--- src/rtl/dma_pkg.sv ---
// -----------------------------------------------------------------------------
// dma_pkg
// Shared definitions for the DMA write-side stage:
//   wm_state_e  - 2-bit write master FSM encoding
//   WORD_BYTES  - bytes moved per Avalon-MM word
//   BE_FULL     - byteenable value with all four lanes active
// -----------------------------------------------------------------------------
package dma_pkg;

  typedef enum logic [1:0] {
    WM_IDLE      = 2'd0,
    WM_WAIT_DATA = 2'd1,
    WM_WRITE     = 2'd2,
    WM_DONE      = 2'd3
  } wm_state_e;

  localparam int         WORD_BYTES = 4;
  localparam logic [3:0] BE_FULL    = 4'hF;

endpackage

--- src/rtl/wm_byteenable_gen.sv ---
// -----------------------------------------------------------------------------
// wm_byteenable_gen
// Maps the remaining byte count of a transfer to the byte lanes of the word
// currently being written. A full word (or an idle count of zero) enables all
// lanes; a final partial word of 1..3 bytes enables only the low lanes.
// Used by write_master only when WM_BYTEENABLE_EN is defined.
// Ports:
//   i_rem         in   LEN_W  remaining byte count
//   o_byteenable  out  4      byte lane enables
// -----------------------------------------------------------------------------
module wm_byteenable_gen
  import dma_pkg::*;
#(
  parameter int LEN_W = 32
) (
  input  logic [LEN_W-1:0] i_rem,
  output logic [3:0]       o_byteenable
);

  localparam logic [LEN_W-1:0] LP_WORD = LEN_W'(WORD_BYTES);

  always_comb begin
    o_byteenable = BE_FULL;
    if (i_rem < LP_WORD) begin
      case (i_rem[1:0])
        2'd1:    o_byteenable = 4'h1;
        2'd2:    o_byteenable = 4'h3;
        2'd3:    o_byteenable = 4'h7;
        default: o_byteenable = BE_FULL;
      endcase
    end
  end

endmodule

--- src/rtl/write_master.sv ---
// -----------------------------------------------------------------------------
// write_master
// DMA write-side stage. Pops 32-bit words from a show-ahead FIFO and writes
// them to an Avalon-MM slave at consecutive word addresses starting at
// iWM_startaddress, iLength bytes in total, then raises oDone.
//
// Optional feature macro: WM_BYTEENABLE_EN
//   defined     - oWM_byteenable port exists; final partial word gets a
//                 partial lane mask; word count = ceil(iLength/4)
//   not defined - no byteenable port; iLength[1:0] ignored; word count =
//                 iLength>>2
//
// Ports:
//   iClk, iReset            clock, asynchronous active-high reset
//   iStart                  1-cycle start pulse, accepted only when idle/done
//   iLength                 transfer length in bytes
//   iWM_startaddress        word-aligned byte address of first write
//   iWM_waitrequest         Avalon-MM slave stall
//   oWM_write               Avalon-MM write strobe
//   oWM_writeaddress        Avalon-MM byte address
//   oWM_writedata           Avalon-MM write data
//   oWM_byteenable          byte lanes (WM_BYTEENABLE_EN only)
//   iFF_empty, iFF_q        show-ahead FIFO status and head word
//   oFF_readrequest         FIFO pop, combinational, one cycle per word
//   oBusy                   transfer in progress
//   oDone                   level, set at end of transfer, cleared by next start
//   oDbg_state              current FSM state (dma_pkg::wm_state_e encoding)
//
// Handshakes: a FIFO word is consumed in the cycle oFF_readrequest=1, which is
// only ever asserted while iFF_empty=0. An Avalon write is accepted on the
// rising edge where oWM_write=1 and iWM_waitrequest=0; until then address,
// data, byteenable and write are held unchanged.
// -----------------------------------------------------------------------------
module write_master
  import dma_pkg::*;
#(
  parameter int ADDR_W = 32,
  parameter int LEN_W  = 32
) (
  input  logic              iClk,
  input  logic              iReset,
  input  logic              iStart,
  input  logic [LEN_W-1:0]  iLength,
  input  logic [ADDR_W-1:0] iWM_startaddress,
  input  logic              iWM_waitrequest,
  output logic              oWM_write,
  output logic [ADDR_W-1:0] oWM_writeaddress,
  output logic [31:0]       oWM_writedata,
`ifdef WM_BYTEENABLE_EN
  output logic [3:0]        oWM_byteenable,
`endif
  input  logic              iFF_empty,
  input  logic [31:0]       iFF_q,
  output logic              oFF_readrequest,
  output logic              oBusy,
  output logic              oDone,
  output logic [1:0]        oDbg_state
);

  localparam logic [LEN_W-1:0]  LP_LEN_WORD  = LEN_W'(WORD_BYTES);
  localparam logic [ADDR_W-1:0] LP_ADDR_WORD = ADDR_W'(WORD_BYTES);

  wm_state_e         r_state, w_state_next;
  logic [ADDR_W-1:0] r_addr,  w_addr_next;
  logic [LEN_W-1:0]  r_rem,   w_rem_next;
  logic              r_write, w_write_next;
  logic [31:0]       r_data,  w_data_next;
  logic              r_done,  w_done_next;
  logic              w_pop;
  logic [LEN_W-1:0]  w_len_eff;
  logic [LEN_W-1:0]  w_rem_dec;

`ifdef WM_BYTEENABLE_EN
  assign w_len_eff = iLength;
`else
  // Without lane masking a trailing partial word cannot be expressed, so the
  // length is truncated to whole words.
  assign w_len_eff = iLength & ~LEN_W'(3);
`endif

  // Saturating subtract of one word; a short final word drains rem to zero.
  assign w_rem_dec = (r_rem > LP_LEN_WORD) ? (r_rem - LP_LEN_WORD) : '0;

  always_ff @(posedge iClk or posedge iReset) begin
    if (iReset) begin
      r_state <= WM_IDLE;
      r_addr  <= '0;
      r_rem   <= '0;
      r_write <= 1'b0;
      r_data  <= '0;
      r_done  <= 1'b0;
    end else begin
      r_state <= w_state_next;
      r_addr  <= w_addr_next;
      r_rem   <= w_rem_next;
      r_write <= w_write_next;
      r_data  <= w_data_next;
      r_done  <= w_done_next;
    end
  end

  always_comb begin
    w_state_next = r_state;
    w_addr_next  = r_addr;
    w_rem_next   = r_rem;
    w_write_next = r_write;
    w_data_next  = r_data;
    w_done_next  = r_done;
    w_pop        = 1'b0;
    case (r_state)
      WM_IDLE, WM_DONE: begin
        if (iStart) begin
          w_addr_next  = iWM_startaddress;
          w_rem_next   = w_len_eff;
          w_done_next  = 1'b0;
          w_state_next = WM_WAIT_DATA;
        end
      end
      WM_WAIT_DATA: begin
        if (r_rem == '0) begin
          w_done_next  = 1'b1;
          w_state_next = WM_DONE;
        end else if (!iFF_empty) begin
          w_pop        = 1'b1;
          w_data_next  = iFF_q;
          w_write_next = 1'b1;
          w_state_next = WM_WRITE;
        end
      end
      WM_WRITE: begin
        if (!iWM_waitrequest) begin
          w_write_next = 1'b0;
          w_addr_next  = r_addr + LP_ADDR_WORD;
          w_rem_next   = w_rem_dec;
          w_state_next = WM_WAIT_DATA;
        end
      end
      default: w_state_next = WM_IDLE;
    endcase
  end

`ifdef WM_BYTEENABLE_EN
  // rem only changes on write acceptance, so the mask is stable during a stall.
  wm_byteenable_gen #(
    .LEN_W (LEN_W)
  ) u_byteenable_gen (
    .i_rem        (r_rem),
    .o_byteenable (oWM_byteenable)
  );
`endif

  assign oWM_write        = r_write;
  assign oWM_writeaddress = r_addr;
  assign oWM_writedata    = r_data;
  assign oFF_readrequest  = w_pop;
  assign oBusy            = (r_state == WM_WAIT_DATA) || (r_state == WM_WRITE);
  assign oDone            = r_done;
  assign oDbg_state       = r_state;

endmodule

--- config.mk ---
export PLATFORM = sky130hd
export DESIGN_NAME = write_master
export DESIGN_NICKNAME = d
export VERILOG_FILES = /design/src/rtl/dma_pkg.sv /design/src/rtl/wm_byteenable_gen.sv /design/src/rtl/write_master.sv
export SDC_FILE = /design/constraint.sdc
export NUM_CORES = 1
export LEC_CHECK = 0
export ABC_AREA = 0
export BUFFER_PORTS_ARGS = -buffer_cell sky130_fd_sc_hd__buf_2
export CORE_AREA = 3 3 118 120
export CTS_CLUSTER_DIAMETER = 60
export DETAILED_ROUTE_END_ITERATION = 6
export DIE_AREA = 0 0 121 123
export GPL_ROUTABILITY_DRIVEN = 0
export PLACE_DENSITY = 0.68
export SLEW_MARGIN = 5
export SYNTH_ARGS = -nofsm -noshare
export SYNTH_HDL_FRONTEND = slang
export SYNTH_SLANG_ARGS = --single-unit
--- constraint.sdc ---
create_clock -name iClk -period 6.52 [get_ports iClk]
set_input_delay 0.652 -clock iClk [delete_from_list [all_inputs] [get_ports iClk]]
set_output_delay 0.652 -clock iClk [all_outputs]
set_load 0.01 [all_outputs]
==> results of run 1 <==
-- worst max path at each step --
stage	startpoint	to	slack, ps	cells past startpoint
after floorplan	iReset	oDbg_state[0]$_DFFE_PP0P_	3310	1
after global placement	r_rem[25]$_DFFE_PP0P_	r_rem[21]$_DFFE_PP0P_	3440	5
after detailed placement	r_rem[25]$_DFFE_PP0P_	r_rem[21]$_DFFE_PP0P_	3320	5
after CTS	r_rem[25]$_DFFE_PP0P_	r_rem[21]$_DFFE_PP0P_	3290	5
after global routing	r_rem[25]$_DFFE_PP0P_	oFF_readrequest	3130	5
final	r_rem[25]$_DFFE_PP0P_	oFF_readrequest	3290	5
-- flip-flops by register name, indices dropped and copies added, names as in the netlist --
| name | count |
|---|---|
| oWM_writeaddress | 32 |
| oWM_writedata | 32 |
| oWM_write | 1 |
| oDbg_state | 2 |
| oDone | 1 |
| r_rem | 30 |
-- area by class of cell --
type	count	area, um^2	area share (%)
well taps	176	220.2	3.241
flip-flops and latches	98	2452	36.09
clock inverters	4	50.05	0.7365
multi-input cells	413	2872	42.26
clock buffers	12	256.5	3.775
repair buffers	174	885.9	13.04
inverters	15	58.81	0.8654
-- critical path, cell delays in order, from the launching register on --
cell	delay, ps
dfrtp_1	440
nor4_2	560
nand4_2	290
o311a_2	400
buf_4	300
buf_2	220
-- report_power, final --
group	internal (uW)	switching, uW	leakage (uW)
sequential	911	327	0.00117
clock	318	233	0.000145
combinational	810	1040	0.00166
total	2040	1600	0.00297
-- placed cells by master, fill, tap and decap left out, types with 5 or more instances in the layout --
master	count
buf_2	168
dfrtp_1	98
nand2_1	66
o21ai_0	39
a21oi_1	36
mux2_4	28
nand3_1	24
o22ai_1	20
nor3_1	18
nor2_1	17
xnor2_1	15
nor4_1	15
inv_1	14
mux2i_1	12
a2bb2oi_1	10
nand4_1	9
clkbuf_16	9
or3_1	8
a22oi_1	7
and3_1	7
buf_4	6
and2_1	5
-- per-layer routing --
metal  wire length, um  GRT usage, %  share of wire, %
met5                13             0             0.085
met4               295         7.224               1.9
met3               954         3.248               6.2
met2              7086         31.57                46
met1              7020         28.60                46
-- through the flow --
step / worst slack [ps] / total power, uW / std cells / hold slack, ps
final: 3293 / 3638 / 892 / 292.0
after global routing: 3129 / 3914 / 892 / 325.0
after CTS: 3285 / 3647 / 892 / 294.2
after detailed placement: 3319 / 3085 / 876 / 481.4
after global placement: 3441 / 3026 / 876 / 458.5
after floorplan: 3306 / 2532 / 559 / 503.9
-- logic make-up after synthesis --
logic type	count (synthesis)	share of synthesized area, %
buffers and inverters	48	4.324
AND/OR/NAND/NOR	201	20.52
adder cells (fa/ha/maj)	5	1.126
AO/OA/AOI/OAI	146	16.67
flip-flops	98	44.14
multiplexers	44	10.54
XOR/XNOR	17	2.680
==> flow_summary.toml, run 1 <==
[status]
status = "finished clean"

[sta]
finClkSkew_ps = 7.704
rsz0062_at_grt = "false"
slew_violations = 0
final-setup-viol-count = 0
max_freq_ghz = 0.3099
finalCriticalPeriod_ps = 3227
fin_crit_sh_pct = 49.50
worst_slew_pin_slew_ps = 1276
max_slew_margin_pct = 14.56
hold_violations = 0
fin_tns_setup_ps = 0

[synthesis]
yosysMostFrequentCell = "dfrtp_1"
syn_area_um2 = 5555
synth-seq-cells = 98
syn_area_per_cell_um2 = 9.938
synth-edff-count = 0
synth_common_cells = "dfrtp_1, nand2_1, o21ai_0"
netlist_top_cells_area = "dfrtp_1, mux2_4, nand2_1"
yosys_most_used_dff = "dfrtp_1"
ys_seq_area_share_pct = 44.14
postSynthNetCount = 665
yosysTopAreaCell = "dfrtp_1"
ys_types = 62
yosysTopAreaCellShare_pct = 44.14
async_flop_share_pct = 100.0
synth_cells = 559
yosysWarnings = 0

[routing]
drtIter0Drc = 375
via_per_inst = 5.697
avgRoutedWirePerCell_um = 17.23
dr.pass1.iters = 5
ant_nets = 0
drt-total-wl_um = 15370
drc = 0
vias = 5082

[clock_network]
clkLatencyLatePin_ps = 340
cts-hold-fix-buffers = 0
clock_path_buffers = 2
cts_tree = "yes"
cts_buffers = 9
root_buffer = "clkbuf_16"
post-cts-setup-buffers = 0
htree_levels = 3
numClockSinks = 98
post_cts_resized = 0
clkTransAtPathRegs_ps = 70

[finish]
nFillCells = 1238
postLayoutCellArea_um2 = 6795
nets = 817
fin_util_pct = 51.93
layout-drive-gt1-share_pct = 33.66
diodes = 0
synthToLayoutAreaGrowth_pct = 22.32

[global_route]
antenna_found_initial = 1
grt.total_usage_pct = 20.22
grt_pass1_vias = 4714
grt_overflow = 0
grt_max_degree = 68
grt_first_pass_wirelength_um = 23980

[critical_path]
r2r-end = "r_rem[21]$_DFFE_PP0P_"
r2r_start = "oDbg_state[0]$_DFFE_PP0P_"
startpoint_type = "flip-flop"
worstPathMaxFanout = 34
reg2reg_setup_slack_ps = 3630
crit_required_ps = 5870
cp.arrival_ps = 2580
crit_type = "reg2out"
crit_path_end_kind = "output port"
r2r_cells = 7

[job]
drv_cap = 0

[placed_design]
placed_area_um2 = 6484
numPortBuffers = 168
dp_hpwl_um = 10840

[power]
peakVddDrop_mv = 0.2571
power_density_nw_per_um2 = 535.4
p_leak_uw = 0.002971

[floorplanning]
row_count = 42
die_h_um = 123
core-area_um2 = 13090
dieWidth_um = 121
boundaryPins = 171
die_area_um2 = 14880
initial_core_util_pct = 42.46

[hold_path]
hp-class = "in2async"
(Power assumes the default switching activity.)
==> inputs of run 2 (changes only) <==
Settings changed: PLACE_DENSITY 0.68 to 0.71.
Clock period 6.52 ns to 2.8 ns, I/O delays scaled along.
==> run 2 against run 1 <==
  * Clock power is 140% higher
  * Cell count is 0.90% higher
  * Critical path depth stayed put
  * Die area stayed put
  * Sequential share of layout area is 0.52 points lower
  * Worst setup slack worse by 3200 ps
  * Total power is 140% higher
  * Worst hold slack worse by 260 ps
  * Critical endpoint unchanged
==> flow_summary.toml, run 2 (same netlist as run 1, synthesis figures left out) <==
[sta]
setup_ws_ps = 127.2
final-setup-viol-count = 0
hold_ws_ps = 28.54
fin_crit_sh_pct = 95.46
finClkSkew_ps = 10.44
slew_violations = 0
max_freq_ghz = 0.3741
finalCriticalPeriod_ps = 2673
rsz0062_at_grt = "false"
hold_violations = 0
worst_slew_pin_slew_ps = 675.0
fin_tns_setup_ps = 0
max_slew_margin_pct = 54.90

[global_route]
grt.total_usage_pct = 20.46
grt_pass1_vias = 4861
grt_overflow = 0
grt_max_degree = 62
antenna_found_initial = 1
grt_first_pass_wirelength_um = 24270

[finish]
fin_util_pct = 52.69
postLayoutCellArea_um2 = 6894
diodes = 0
synthToLayoutAreaGrowth_pct = 24.10
nets = 825
final_cell_mix = "buf_2, dfrtp_1, nand2_1"
layout_commonest_cell = "buf_2"
layout-drive-gt1-share_pct = 34.39

[floorplanning]
dieWidth_um = 121
initial_core_util_pct = 42.46
die_area_um2 = 14880
die_h_um = 123
boundaryPins = 171
row_count = 42
core-area_um2 = 13090

[critical_path]
startpoint_type = "flip-flop"
crit_required_ps = 2520
cp.arrival_ps = 2390
crit_chain = "nor4_4 -> nand4_4 -> o311a_2 -> buf_12 -> buf_2"
crit_type = "reg2out"
crit_path_top_delay_cell = "nor4_4"
slowest_delay_ps = 520
worstPathMaxFanout = 34
crit_path_end_kind = "output port"

[placed_design]
placed_area_um2 = 6570
dpl_worst_slack_ps = 445.6
dp_hpwl_um = 10870
numPortBuffers = 168

[clock_network]
cts-hold-fix-buffers = 0
cts_buffers = 9
clkLatencyLatePin_ps = 350
cts_tree = "yes"
htree_levels = 3
clkTransAtPathRegs_ps = 70
clock_path_buffers = 2
numClockSinks = 98
root_buffer = "clkbuf_16"

[job]
drv_cap = 0

[routing]
ant_nets = 0
via_per_inst = 5.626
drtIter0Drc = 368
avgRoutedWirePerCell_um = 16.87
drt-total-wl_um = 15180
dr.pass1.iters = 5
vias = 5063
drc = 0

[power]
power_density_nw_per_um2 = 1247
peakVddDrop_mv = 0.7285
p_leak_uw = 0.003019

[status]
status = "finished clean"

[hold_path]
hp-class = "in2async"
-- run 2: what timing repair did --
action                     in CTS  in global routing
buffers inserted                0                  0
setup endpoints to repair       0                  1
gates resized for setup         0                  1
-- run 2: routing by layer --
layer	GRT usage [%]	wire length [um]
met1	27.75	6886
met2	32.75	6958
met3	3.522	1034
met4	8.215	289
met5	0	13
-- run 2: area by class of cell --
| type | count | area (um^2) |
|---|---|---|
| fillers | 1214 | 6191 |
| clock buffers | 11 | 252.7 |
| flip-flops and latches | 98 | 2452 |
| multi-input cells | 413 | 2875 |
| well taps | 176 | 220.2 |
| repair buffers | 182 | 970.9 |
| clock inverters | 5 | 62.56 |
| inverters | 15 | 60.06 |
-- run 2: critical path, delay by kind of cell (launching register included) --
family	cells	cell delay [ps]
and+or+nand+nor	2	740
DFF	1	470
AOI/OAI and AO/OA	1	460
buffers and inverters	2	360
-- run 2: path summary, 6_finish.rpt --
| path | start | endpoint | slack, ps | cells after the start |
|---|---|---|---|---|
| worst max register to register | r_rem[5]$_DFFE_PP0P_ | r_rem[21]$_DFFE_PP0P_ | 430 | 5 |
| max in group asynchronous | iReset | oWM_writedata[16]$_DFFE_PP0P_ | 1950 | 3 |
| worst min register to register | oWM_writeaddress[1]$_DFFE_PP0P_ | oWM_writeaddress[1]$_DFFE_PP0P_ | 490 | 2 |
| min in group iClk | iWM_startaddress[1] | oWM_writeaddress[1]$_DFFE_PP0P_ | 120 | 3 |
| worst max-delay path | r_rem[5]$_DFFE_PP0P_ | oFF_readrequest | 130 | 5 |
| worst min-delay path | iReset | oWM_writeaddress[9]$_DFFE_PP0P_ | 30 | 2 |
-- run 2: metrics by stage --
| stage | std cells | total power (uW) |
|---|---|---|
| CTS | 900 | 8624 |
| global placement | 884 | 7122 |
| floorplan | 559 | 5895 |
| global route | 900 | 9260 |
| finish | 900 | 8594 |
| detailed placement | 884 | 7271 |
-- run 2: report_power, final --
| group | internal (uW) | switching, uW |
|---|---|---|
| logic | 1960 | 2450 |
| registers | 2120 | 760 |
| clock network | 745 | 554 |
| total | 4830 | 3770 |
==> inputs of run 3 (changes only) <==
Settings changed: BUFFER_PORTS_ARGS -buffer_cell sky130_fd_sc_hd__buf_2 to default, DONT_BUFFER_PORTS from default to 1, PLACE_DENSITY 0.71 to default.
==> run 3 against run 2 <==
  * Largest cell class unchanged
  * Cell area decreased by 11%
  * Sequential share of layout area increased by 4.6 points
  * Critical path depth decreased by 1
  * Critical endpoint unchanged
  * Register-to-register slack got worse by 130 ps
==> flow_summary.toml, run 3 (same netlist as run 1, synthesis figures left out) <==
[status]
status = "finished clean"

[routing]
routed.top_layer = "met4"
ant_nets = 0
via_per_inst = 6.109
wl_met3_um = 1283
drtIter0Drc = 347
drc = 0
wl_met1_um = 6643
drt-total-wl_um = 15290
avgRoutedWirePerCell_um = 20.61
met2_wirelength_um = 7102
dr.pass1.iters = 5
vias = 4533

[power]
p_leak_uw = 0.002402
p_total_uw = 8153
power_density_nw_per_um2 = 1336
peakVddDrop_mv = 0.4922

[sta]
max_slew_margin_pct = 41.99
fin_crit_sh_pct = 93.53
final-setup-viol-count = 0
rsz0062_at_grt = "false"
worst_slew_pin_slew_ps = 866.3
fin_tns_setup_ps = 0
finalCriticalPeriod_ps = 2619
max_freq_ghz = 0.3818
slew_violations = 0
finClkSkew_ps = 12.43
hold_violations = 0

[placed_design]
placed_cells = 724
numPortBuffers = 0
dp_hpwl_um = 10670

[global_route]
antenna_found_initial = 0
grt_max_degree = 62
grt.total_usage_pct = 20.05
grt_pass1_vias = 4306
grt_overflow = 0
grt_first_pass_wirelength_um = 23680

[floorplanning]
core-area_um2 = 13090
row_count = 42
initial_core_util_pct = 42.46
dieWidth_um = 121
die_h_um = 123
boundaryPins = 171
die_area_um2 = 14880

[finish]
fin_cells = 742
nets = 667
final_cell_mix = "dfrtp_1, nand2_1, o21ai_0"
diodes = 0
layout_commonest_cell = "dfrtp_1"
layout-drive-gt1-share_pct = 16.25
synthToLayoutAreaGrowth_pct = 9.842

[critical_path]
cp.arrival_ps = 2340
cp_top_family = "simple AND/OR/NAND/NOR gates"
crit_chain = "nor4_4 -> nand4_4 -> o311a_4 -> buf_4"
crit_type = "reg2out"
crit_required_ps = 2520
startpoint_type = "flip-flop"
slowest_delay_ps = 510
crit_path_end_kind = "output port"
worstPathMaxFanout = 17
cp_num_buf_inv = 1
crit_path_top_delay_cell = "o311a_4"

[clock_network]
htree_levels = 3
numClockSinks = 98
clkLatencyLatePin_ps = 360
cts_tree = "yes"
root_buffer = "clkbuf_16"
clkTransAtPathRegs_ps = 80
clock_path_buffers = 2
cts_buffers = 9

[job]
drv_cap = 0

[hold_path]
hp-class = "in2reg"
[run 3: per-stage QoR]
step	setup WS (ps)	hold slack [ps]	cell area [um^2]	util [%]
floorplan	522.2	385.4	5559	-
global placement	301.2	120.8	5792	44.26
detailed placement	183.8	120.8	5792	44.26
CTS	28.26	26.73	6090	46.54
global route	27.76	24.08	6102	46.63
finish	181.0	37.22	6102	46.63
[run 3: worst paths after layout]
path,startpoint,end,slack (ps),depth (start not counted)
max,r_rem[16]$_DFFE_PP0P_,oFF_readrequest,180,4
max in group asynchronous,iReset,oWM_writeaddress[11]$_DFFE_PP0P_,1670,3
min in group asynchronous,iReset,oWM_writedata[11]$_DFFE_PP0P_,380,2
min,iWM_startaddress[0],oWM_writeaddress[0]$_DFFE_PP0P_,40,2
max reg2reg,r_rem[16]$_DFFE_PP0P_,r_rem[28]$_DFFE_PP0P_,300,6
min reg2reg,r_rem[28]$_DFFE_PP0P_,r_rem[28]$_DFFE_PP0P_,550,1
[run 3: power by group]
part	total [uW]	internal [uW]	switching, uW	leakage, uW
clock network	1190	609	582	0.000136
logic	3760	1700	2060	0.00110
registers	3200	2120	1080	0.00117
total	8150	4430	3730	0.00240
[run 3: cell type report]
class / instances / area [um^2]
multi-input combinational: 414 / 2892
clock inverter: 7 / 52.55
tap: 176 / 220.2
fill: 1228 / 6983
inverter: 15 / 60.06
clock buffer: 9 / 225.2
sequential: 98 / 2452
timing repair buffer: 23 / 200.2
[run 3: routing by layer]
| metal | vias up | GRT usage (%) |
|---|---|---|
| li1 | 2098 | - |
| met1 | 2251 | 26.09 |
| met2 | 163 | 31.61 |
| met3 | 21 | 6.816 |
| met4 | 0 | 6.374 |
| met5 | - | 0 |
[run 3: repair_timing]
action / CTS / global route
pin swaps: 0 / 1
cloned: 0 / 1
gates resized for setup: 1 / 1
hold endpoints to repair: 11 / 0
setup endpoints to repair: 1 / 15
setup buffers: 0 / 0
hold buffers: 1 / 0
